**src/rtl/etaiim_pipe_adder.sv**
```systemverilog
// etaiim_pipe_adder: 2-stage pipelined ETA-II (modified) adder with valid/ready.
// Define ETAIIM_ERRDET_EN to add the exact-reference err flag and err_cnt.
module etaiim_pipe_adder #(
  parameter int WIDTH = 32,
  parameter int BLK   = 4,
  parameter int CHAIN = 3,
  parameter int ECW   = 16
) (
  input  logic             clk,
  input  logic             rst,
  input  logic             in_valid,
  output logic             in_ready,
  input  logic             exact_mode,
  input  logic [WIDTH-1:0] a,
  input  logic [WIDTH-1:0] b,
  output logic             out_valid,
  input  logic             out_ready,
  output logic [WIDTH-1:0] sum,
  output logic             cout,
  output logic             err,
  output logic [ECW-1:0]   err_cnt
);

  localparam int NB = WIDTH / BLK;
  localparam int P  = NB - 1 - CHAIN;
  localparam int TL = (NB - 1) * BLK;

  if ((WIDTH % BLK) != 0 || CHAIN < 0 || CHAIN > NB - 1) begin : g_bad_cfg
    $error("etaiim_pipe_adder: bad WIDTH/BLK/CHAIN");
  end

  logic             s1_ld;
  logic             s2_ld;
  logic             s1_v;
  logic             s2_v;
  logic [WIDTH-1:0] s1_a;
  logic [WIDTH-1:0] s1_b;
  logic             s1_em;
  logic [NB-1:0]    cin_d;
  logic [NB-1:0]    s1_cin;

  assign s2_ld     = !s2_v || out_ready;
  assign s1_ld     = !s1_v || s2_ld;
  assign in_ready  = s1_ld;
  assign out_valid = s2_v;

  // Carry of a limited look-back span: overflow iff wrapped sum < a.
  assign cin_d[0] = 1'b0;
  for (genvar i = 1; i < NB; i++) begin : g_cgen
    localparam int LO = ((i - 1) >= P) ? P * BLK : (i - 1) * BLK;
    localparam int HI = i * BLK - 1;
    logic [HI-LO:0] span;
    assign span     = a[HI:LO] + b[HI:LO];
    assign cin_d[i] = span < a[HI:LO];
  end

  always_ff @(posedge clk) begin
    if (rst) begin
      s1_v   <= 1'b0;
      s1_a   <= '0;
      s1_b   <= '0;
      s1_em  <= 1'b0;
      s1_cin <= '0;
    end else if (s1_ld) begin
      s1_v <= in_valid;
      if (in_valid) begin
        s1_a   <= a;
        s1_b   <= b;
        s1_em  <= exact_mode;
        s1_cin <= cin_d;
      end
    end
  end

  logic [WIDTH-1:0] apx_sum;
  logic             apx_co;
  logic [WIDTH:0]   ex_full;
  logic [WIDTH:0]   res_d;

  for (genvar i = 0; i < NB - 1; i++) begin : g_blk
    assign apx_sum[i*BLK +: BLK] =
      s1_a[i*BLK +: BLK] + s1_b[i*BLK +: BLK]
      + {{(BLK-1){1'b0}}, s1_cin[i]};
  end

  assign {apx_co, apx_sum[WIDTH-1:TL]} =
    {1'b0, s1_a[WIDTH-1:TL]} + {1'b0, s1_b[WIDTH-1:TL]}
    + {{BLK{1'b0}}, s1_cin[NB-1]};

  assign ex_full = {1'b0, s1_a} + {1'b0, s1_b};
  assign res_d   = s1_em ? ex_full : {apx_co, apx_sum};

  always_ff @(posedge clk) begin
    if (rst) begin
      s2_v <= 1'b0;
      sum  <= '0;
      cout <= 1'b0;
    end else if (s2_ld) begin
      s2_v <= s1_v;
      if (s1_v) begin
        {cout, sum} <= res_d;
      end
    end
  end

`ifdef ETAIIM_ERRDET_EN
  logic err_d;
  assign err_d = res_d != ex_full;

  always_ff @(posedge clk) begin
    if (rst) begin
      err <= 1'b0;
    end else if (s2_ld && s1_v) begin
      err <= err_d;
    end
  end

  always_ff @(posedge clk) begin
    if (rst) begin
      err_cnt <= '0;
    end else if (s2_v && out_ready && err
                 && (err_cnt != '1)) begin
      err_cnt <= err_cnt + ECW'(1);
    end
  end
`else
  assign err     = 1'b0;
  assign err_cnt = '0;
`endif

endmodule

```
**config.mk**
```make
export PLATFORM = sky130hd
export DESIGN_NAME = etaiim_pipe_adder
export DESIGN_NICKNAME = d
export VERILOG_FILES = /design/src/rtl/etaiim_pipe_adder.sv
export SDC_FILE = /design/constraint.sdc
export NUM_CORES = 1
export LEC_CHECK = 0
export CORE_MARGIN = 4
export CORE_UTILIZATION = 55
export CTS_CLUSTER_SIZE = 30
export DETAILED_ROUTE_END_ITERATION = 7
export GPL_TIMING_DRIVEN = 1
export PLACE_DENSITY = 0.78
export SYNTH_ARGS = -nofsm -noshare
export SYNTH_HDL_FRONTEND = slang
export SYNTH_SLANG_ARGS = --single-unit
```
**constraint.sdc**
```tcl
create_clock -name clk -period 3.9 [get_ports clk]
set_input_delay 1.17 -clock clk [delete_from_list [all_inputs] [get_ports clk]]
set_output_delay 1.17 -clock clk [all_outputs]
set_load 0.03 [all_outputs]
```
==> flow_metrics.py, run 1 <==
metrics = {
    "clock_network": {
        "cts_hold_buf": 0,
        "cts_max_path_buffers": 2,
        "cts_made_buffers": 9,
        "cts_tree": "yes",
        "h-tree-depth": 3,
        "clkLatencyLatePin_ns": 0.36,
        "cts-root-buf": "clkbuf_16",
        "cts.clk_slew.worst_paths_ns": 0.07,
        "cts.sinks": 107,
    },
    "global_routing": {
        "grt_pass1_wl_um": 32400,
        "grt_usage_pct": 24.4,
        "grt_overflow_total": 0,
        "grt_max_degree": 55,
        "antenna_found_initial": 0,
        "grt_pass1_vias": 6641,
    },
    "yosys": {
        "synthesis.area_um2": 7720,
        "ys_warn_count": 0,
        "synthCells": 1009,
        "ys_seq_area_share_pct": 27.7,
        "async_flop_share_pct": 0,
        "synthFlopType": "dfxtp_1",
        "synth.avg_cell_area_um2": 7.65,
        "ys_seq_elements": 107,
        "synth-edff-count": 0,
        "synth_cell_type_count": 69,
    },
    "placed_design": {
        "place_hpwl_um": 15200,
        "portBuffers": 103,
        "placed_area_um2": 8970,
        "place_ws_ns": -0.457,
        "place.gp.congestion": 0.935,
        "post-place-cells": 1273,
    },
    "layout": {
        "nets": 1264,
        "synthToLayoutAreaGrowth_pct": 21.5,
        "drive_gt1_share_pct": 7.64,
        "fillers": 1217,
        "final_cells": 1292,
        "num_antenna_cells": 0,
        "final_cell_area_um2": 9380,
    },
    "floorplanning": {
        "core_um2": 13800,
        "ios": 121,
        "start_util_pct": 55.9,
        "dieWidth_um": 127,
        "die_y_um": 127,
        "rows": 43,
        "die_area_um2": 16000,
    },
    "sta": {
        "hold_ws_ns": 0.455,
        "fin_crit_sh_pct": 95.3,
        "period_minus_slack_ns": 3.72,
        "setup_viol": 0,
        "slew_viol_final": 0,
        "maxClockFrequency_mhz": 269,
        "setup_ws_ns": 0.183,
        "hold_viol_final": 0,
        "clock_skew_ns": 0.00796,
        "slew_headroom_pct": 46.8,
        "worst_pin_slew_ns": 0.795,
    },
    "power": {
        "ir_drop_mv": 0.236,
        "total_power_mw": 3.11,
        "power_leakage_nw": 4.05,
        "p_per_area_nw_per_um2": 331,
    },
    "routing": {
        "dr.max_layer_used": "met4",
        "drtIter0Drc": 688,
        "vias_per_cell": 5.63,
        "antenna_left": 0,
        "routed_wl_um": 19800,
        "wl_per_cell_um": 15.3,
        "firstDrtPassIters": 5,
        "via_count": 7272,
        "met2_length_um": 8580,
        "wl_met1_um": 9370,
        "drc": 0,
        "wl_met3_um": 1520,
    },
    "critical_path": {
        "cp-startpoint": "out_ready",
        "endpoint": "in_ready",
        "cp_slowest_stage_delay_ns": 0.62,
        "path_cells": "clkdlybuf4s50_1 > nor2b_1 > nand2_1 > clkdlybuf4s50_1",
        "r2r-end": "sum[26]",
        "start_kind": "primary input",
        "cp_data_required_time_ns": 2.73,
        "r2r_slack_ns": 1.05,
        "reg2reg_depth": 11,
        "cp_slowest_cell": "clkdlybuf4s50_1",
        "end_kind": "primary output",
        "worst-setup-path-type": "primary input to primary output",
        "worst_path_most_repeated_cell": "clkdlybuf4s50_1",
        "rr_startpoint": "s1_a[0]",
        "crit_arrival_ns": 2.55,
        "critPathMaxFanout": 3,
    },
    "worst_hold_path": {
        "hp-class": "flip-flop to flip-flop",
    },
    "job": {
        "maxCapViolCount": 0,
    },
    "status": {
        "status": "finished clean",
    },
}
[cell usage after synthesis (all sizes together), types with 3 or more instances]
library cell  number  area share, %
inv               66            3.2
nand2            196            9.5
dfxtp            107             28
buf               27            2.3
nor3              13           0.91
nor2b             14            1.1
o211ai             3           0.29
or3                5           0.40
fa                20            5.2
o221ai             4           0.45
ha                68             11
nor2              58            2.9
a211oi            16            1.7
mux2i              4           0.52
nand3b             5           0.49
o21a               7           0.68
xor2              21            2.4
and3               3           0.24
a311oi             4           0.45
nand4              8           0.65
a21boi             3           0.29
xnor2             18            2.0
a21oi            146            9.9
and2               7           0.57
nor4               5           0.49
a31oi              7           0.84
a21o              30            2.9
o31ai              5           0.49
clkbuf            38            1.9
nand3             13           0.84
o21ai             48            3.2
a31o               3           0.45
a41oi              4           0.55
nand2b             4           0.32
o21bai             3           0.29
[routing by layer]
| layer | global-route usage (%) | up-vias |
|---|---|---|
| met5 | 0 | - |
| li1 | - | 3643 |
| met4 | 6.81 | 0 |
| met3 | 3.33 | 17 |
| met2 | 36.4 | 277 |
| met1 | 36.7 | 3335 |
[worst max-delay path: cells and delay by family]
kind / cells / cell delay, ns
buf+inv: 2 / 1.02
simple gates: 2 / 0.35
[power by group]
part           internal [mW]  switching [mW]
Clock                  0.584           0.414
Combinational          0.395           0.502
Sequential              1.16          0.0495
[final cells by class]
class	count	area [um^2]	share of cell area, %
Inverter	67	251	2.68
Timing Repair Buffer	136	1300	13.9
Clock inverter	5	85.1	0.907
Multi-Input combinational cell	786	5130	54.7
Clock buffer	11	243	2.59
Tap cell	180	225	2.40
Sequential cell	107	2140	22.8
[flip-flops by register name, indices dropped and copies added (netlist names)]
name	flops
s1_a	32
s1_b	32
sum	32
s1_cin	7
cout	1
out_valid	1
s1_em	1
s1_v	1
[layout by cell type, fill, tap and decap left out, types with 30 or more instances in the layout]
cell type and instances:
buf_4 32, dfxtp_1 107, inv_1 66, a21oi_1 136, nor2_1 57, nand2_1 195
a21o_1 30, ha_1 68, o21ai_0 32, clkdlybuf4s50_1 100
[logic make-up (layout without fill, tap and decap cells)]
logic type	Yosys count	count (layout)	synth area share [%]
AO/OA/AOI/OAI	298	298	24.3
XOR/XNOR	39	39	4.42
adder cells (fa/ha/maj)	88	88	16.2
buffers and inverters	132	219	7.45
flip-flops	107	107	27.7
multiplexers	5	5	0.664
other	1	17	0.0486
AND/OR/NAND/NOR	339	339	19.2
[how the worst min path moves through the flow]
stage	start	end	slack, ns	cells past startpoint
2_1_floorplan	s1_cin[1]	s1_cin[1]	0.44	2
6_report	sum[11]	sum[11]	0.46	2
3_3_place_gp	sum[11]	sum[11]	0.44	2
5_1_grt	sum[11]	sum[11]	0.47	2
3_5_place_dp	sum[11]	sum[11]	0.44	2
4_1_cts	sum[11]	sum[11]	0.45	2
[per-stage QoR]
| step | util, % | setup TNS, ns |
|---|---|---|
| after floorplan | - | 0 |
| after global placement | 64.9 | -0.598 |
| after detailed placement | 64.9 | -0.683 |
| after CTS | 67.5 | 0 |
| after global routing | 67.9 | -0.0130 |
| final | 67.9 | 0 |
[timing repair]
action	CTS	global route
gates resized for setup	7	12
pin swaps	7	11
endpoints found under the hold margin	0	0
endpoints found under the setup margin	1	2
buffers inserted	1	2
Note: power is estimated with default switching activity, not from simulation.
==> run 2, diff against run 1 <==
--- a/config.mk
+++ b/config.mk
@@ -11,6 +11,7 @@
 export DETAILED_ROUTE_END_ITERATION = 7
 export GPL_TIMING_DRIVEN = 1
 export PLACE_DENSITY = 0.78
+export SETUP_SLACK_MARGIN = 0.3
 export SYNTH_ARGS = -nofsm -noshare
 export SYNTH_HDL_FRONTEND = slang
 export SYNTH_SLANG_ARGS = --single-unit
==> flow_metrics.py, run 2 (synthesis gave the netlist of run 1 again) <==
metrics = {
    "floorplanning": {
        "rows": 43,
        "ios": 121,
        "die_y_um": 127,
        "core_um2": 13800,
        "dieWidth_um": 127,
        "start_util_pct": 55.9,
        "die_area_um2": 16000,
    },
    "global_routing": {
        "grt_max_degree": 103,
        "grt_pass1_wl_um": 31300,
        "antenna_found_initial": 0,
        "grt_usage_pct": 23.6,
        "grt_pass1_vias": 6478,
        "grt_overflow_total": 0,
    },
    "critical_path": {
        "cp_slowest_stage_delay_ns": 0.44,
        "path_buf_inv": 4,
        "worst-setup-path-type": "primary input to flip-flop",
        "cp_slowest_cell": "clkdlybuf4s50_1",
        "critPathMaxFanout": 3,
        "path_cells": "clkdlybuf4s50_1 > ha_1 > o21ai_1 > a21boi_1 > buf_4 > buf_4 > buf_4 > nor2_1 > ha_1 > a21o_1 > a21o_1 > a21o_1 > a21oi_2 > o211ai_1 > a21oi_1",
        "cp_data_required_time_ns": 4.18,
        "path_delay_family": "compound AO/OA/AOI/OAI gates",
        "start_kind": "primary input",
        "end_kind": "flip-flop",
        "crit_arrival_ns": 3.78,
    },
    "routing": {
        "vias_per_cell": 5.60,
        "via_count": 7224,
        "firstDrtPassIters": 5,
        "drc": 0,
        "routed_wl_um": 19500,
        "drtIter0Drc": 409,
        "antenna_left": 0,
        "wl_per_cell_um": 15.1,
    },
    "placed_design": {
        "placed_area_um2": 8940,
        "portBuffers": 103,
        "place.gp.congestion": 0.961,
        "place_hpwl_um": 15000,
        "place_ws_ns": -0.455,
    },
    "clock_network": {
        "cts_max_path_buffers": 2,
        "h-tree-depth": 3,
        "cts-root-buf": "clkbuf_16",
        "clkLatencyLatePin_ns": 0.36,
        "cts_made_buffers": 9,
        "cts.sinks": 107,
        "cts.clk_slew.worst_paths_ns": 0.07,
        "cts_hold_buf": 0,
        "cts_tree": "yes",
    },
    "job": {
        "maxCapViolCount": 0,
    },
    "sta": {
        "hold_viol_final": 0,
        "setup_ws_ns": 0.401,
        "rsz0062_at_grt": "false",
        "fin_tns_setup_ns": 0,
        "maxClockFrequency_mhz": 286,
        "clock_skew_ns": 0.00954,
        "fin_crit_sh_pct": 89.7,
        "setup_viol": 0,
        "worst_pin_slew_ns": 1.06,
        "slew_headroom_pct": 29.3,
        "period_minus_slack_ns": 3.50,
        "hold_ws_ns": 0.452,
        "slew_viol_final": 0,
    },
    "layout": {
        "num_antenna_cells": 0,
        "reg.largest.list": "s1_a (32), s1_b (32), sum (32)",
        "drive_gt1_share_pct": 7.83,
        "layout_commonest_cell": "nand2_1",
        "fin_util_pct": 67.6,
        "multi_input_area_um2": 5140,
        "fillers": 1202,
        "final_cell_area_um2": 9350,
        "regArea_um2": 2140,
        "synthToLayoutAreaGrowth_pct": 21.0,
        "mostFrequentLayoutCells": "nand2_1 (194), a21oi_1 (136), dfxtp_1 (107)",
        "nets": 1263,
    },
    "power": {
        "p_per_area_nw_per_um2": 319,
        "ir_drop_mv": 0.193,
        "power_leakage_nw": 4.05,
    },
    "status": {
        "status": "finished clean",
    },
    "worst_hold_path": {
        "hp-class": "flip-flop to flip-flop",
    },
}
run 2: per-layer routing:
layer  routed length [um]  vias up  track usage [%]
met1                 9630     3362             35.1
met2                 8440      207             36.2
li1                     -     3642                -
met4                  249        0             6.31
met5                    0        -                0
met3                 1160       13             2.86
run 2: per-stage QoR:
| stage | power [mW] | instances |
|---|---|---|
| finish | 2.99 | 1291 |
| global route | 3.14 | 1291 |
| CTS | 2.98 | 1290 |
| detailed placement | 2.09 | 1269 |
| global placement | 2.07 | 1269 |
| floorplan | 1.80 | 1025 |
run 2: tightest hold or removal path, cell delays in order (launching register included):
cell     delay, ns
dfxtp_1       0.31
nand2_1       0.05
a21oi_1       0.05
run 2: report_power, final:
part	switching [mW]	total, mW	internal (mW)
Sequential	0.0492	1.21	1.16
Clock	0.428	0.888	0.460
Combinational	0.497	0.884	0.388
run 2: worst paths after layout:
path              startpoint         to  slack [ns]  depth (start not counted)
setup / recovery       a[19]  s1_cin[7]        0.40                         15
hold / removal       sum[23]    sum[23]        0.45                          2
setup reg to reg     s1_a[0]    sum[26]        1.15                         11
hold reg to reg      sum[23]    sum[23]        0.45                          2
run 2: what timing repair did:
item,in CTS,in global routing
endpoints found under the setup margin,3,2
gates resized for setup,12,17
setup buffers,5,1
pin swaps,11,18
run 2: layout make-up:
cell class	count	area share [%]
Sequential cell	107	22.9
Inverter	67	2.69
Timing Repair Buffer	135	13.9
Tap cell	180	2.41
Clock inverter	5	0.469
Multi-Input combinational cell	786	55.0
Clock buffer	11	2.60
==> run 3, diff against run 2 <==
--- a/config.mk
+++ b/config.mk
@@ -6,11 +6,11 @@
 export NUM_CORES = 1
 export LEC_CHECK = 0
 export CORE_MARGIN = 4
-export CORE_UTILIZATION = 55
+export CORE_UTILIZATION = 40
 export CTS_CLUSTER_SIZE = 30
 export DETAILED_ROUTE_END_ITERATION = 7
 export GPL_TIMING_DRIVEN = 1
-export PLACE_DENSITY = 0.78
+export PLACE_DENSITY = 0.59
 export SETUP_SLACK_MARGIN = 0.3
 export SYNTH_ARGS = -nofsm -noshare
 export SYNTH_HDL_FRONTEND = slang
==> flow_metrics.py, run 3 (synthesis gave the netlist of run 1 again) <==
metrics = {
    "status": {
        "status": "finished clean",
    },
    "power": {
        "seqPwrFrac_pct": 40.3,
        "power_frac_comb_pct": 29.7,
        "p_clk_share_pct": 30.1,
        "power_leakage_nw": 4.04,
        "total_power_mw": 3.02,
        "internal-power_mw": 2.03,
        "ir_drop_mv": 0.181,
        "p_sw_share_pct": 32.6,
        "switchingPower_mw": 0.982,
        "p_per_area_nw_per_um2": 319,
    },
    "global_routing": {
        "grt.busiest_layer": "met1",
        "grt_usage_pct": 18.5,
        "grt_pass1_vias": 6521,
        "antenna_found_initial": 0,
        "grt_overflow_total": 0,
        "grt_util_met2_pct": 26.0,
        "grt_max_degree": 72,
        "grt_pass1_wl_um": 33200,
        "met3_usage_pct": 2.59,
        "grt_use_met1_pct": 29.0,
    },
    "critical_path": {
        "cp_data_required_time_ns": 2.73,
        "reg2reg_depth": 10,
        "start_kind": "primary input",
        "crit_arrival_ns": 2.33,
        "end_kind": "primary output",
        "worst-setup-path-type": "primary input to primary output",
        "critPathMaxFanout": 3,
    },
    "layout": {
        "drive_gt1_share_pct": 8.12,
        "num_antenna_cells": 0,
        "reg.largest.list": "s1_a (32), s1_b (32), sum (32)",
        "mostFrequentLayoutCells": "nand2_1 (194), a21oi_1 (135), dfxtp_1 (107)",
        "layout_commonest_cell": "nand2_1",
        "final_cell_area_um2": 9440,
        "synthToLayoutAreaGrowth_pct": 22.2,
        "nets": 1260,
        "fillers": 1861,
    },
    "sta": {
        "slew_viol_final": 0,
        "rsz0062_at_grt": "false",
        "worst_pin_slew_ns": 0.735,
        "maxClockFrequency_mhz": 286,
        "period_minus_slack_ns": 3.50,
        "fin_crit_sh_pct": 89.7,
        "setup_viol": 0,
        "clock_skew_ns": 0.00920,
        "hold_viol_final": 0,
        "slew_headroom_pct": 51.0,
    },
    "clock_network": {
        "h-tree-depth": 3,
        "cts_max_path_buffers": 2,
        "cts_tree": "yes",
        "cts.sinks": 107,
        "cts_made_buffers": 9,
        "clkLatencyLatePin_ns": 0.36,
        "cts.clk_slew.worst_paths_ns": 0.08,
        "cts-root-buf": "clkbuf_16",
    },
    "floorplanning": {
        "rows": 50,
        "die_y_um": 147,
        "die_area_um2": 21600,
        "ios": 121,
        "dieWidth_um": 147,
        "start_util_pct": 41.0,
        "core_um2": 18800,
    },
    "placed_design": {
        "place_hpwl_um": 15600,
        "place.gp.congestion": 0.938,
        "portBuffers": 103,
        "placed_area_um2": 9040,
    },
    "routing": {
        "drc": 0,
        "wl_per_cell_um": 14.8,
        "firstDrtPassIters": 5,
        "drtIter0Drc": 527,
        "via_count": 7066,
        "vias_per_cell": 5.17,
        "routed_wl_um": 20200,
        "antenna_left": 0,
    },
    "worst_hold_path": {
        "hp-class": "flip-flop to flip-flop",
        "whs_path_depth": 2,
    },
    "job": {
        "maxCapViolCount": 0,
    },
}
-- run 3: cell types whose count changed in the layout (fill, tap and decap cells not counted), sizes merged --
cell / before / now
inv: 69 / 68
clkinv: 1 / 3
clkinvlp: 2 / 1
buf: 33 / 30
-- run 3: final cells by class --
class	count	area (um^2)	area share, %
multi-input combinational	786	5150	54.6
clock inverter	5	45.0	0.477
sequential	107	2140	22.7
timing repair buffer	132	1270	13.5
inverter	67	251	2.66
tap	260	325	3.45
clock buffer	11	253	2.68
-- run 3: per-stage QoR --
stage	setup WS, ns	instances	TNS (ns)	util [%]	hold slack, ns
finish	0.401	1368	0	50.1	0.454
global route	0.268	1368	0	50.1	0.476
CTS	0.144	1365	0	49.8	0.458
global placement	-0.416	1348	-0.622	48.0	0.442
floorplan	0.330	1025	0	-	0.436
detailed placement	-0.444	1348	-0.681	48.0	0.448
-- run 3: critical path, stage by stage --
cell and delay (ns):
clkdlybuf4s50_1 0.40, nor2b_1 0.21, nand2_1 0.16, dlygate4sd2_1 0.39
-- run 3: worst paths after layout --
| check | start | to | slack [ns] |
|---|---|---|---|
| worst min register to register | sum[0] | sum[0] | 0.45 |
| worst max-delay path | out_ready | in_ready | 0.40 |
| worst max register to register | s1_a[0] | sum[26] | 1.20 |
| worst min-delay path | sum[0] | sum[0] | 0.45 |
-- run 3: per-layer routing --
layer	wire length, um	up-vias	part of all wire (%)
met3	998	21	4.9
met2	8130	175	40
met5	0	-	0
met1	10700	3235	53
met4	344	0	1.7
li1	-	3635	-
-- run 3: timing repair --
action | CTS | global route
setup buffers | 1 | 3
endpoints found under the setup margin | 3 | 2
pin swaps | 9 | 16
gates resized for setup | 13 | 18
hold buffers | 0 | 0
-- run 3: power groups by stage --
stage / logic (mW) / clock network (mW) / registers [mW]
floorplan: 0.532 / 0 / 1.27
global placement: 0.851 / 0 / 1.24
detailed placement: 0.857 / 0 / 1.24
CTS: 0.874 / 0.934 / 1.21
global route: 0.997 / 0.965 / 1.22
finish: 0.894 / 0.907 / 1.21
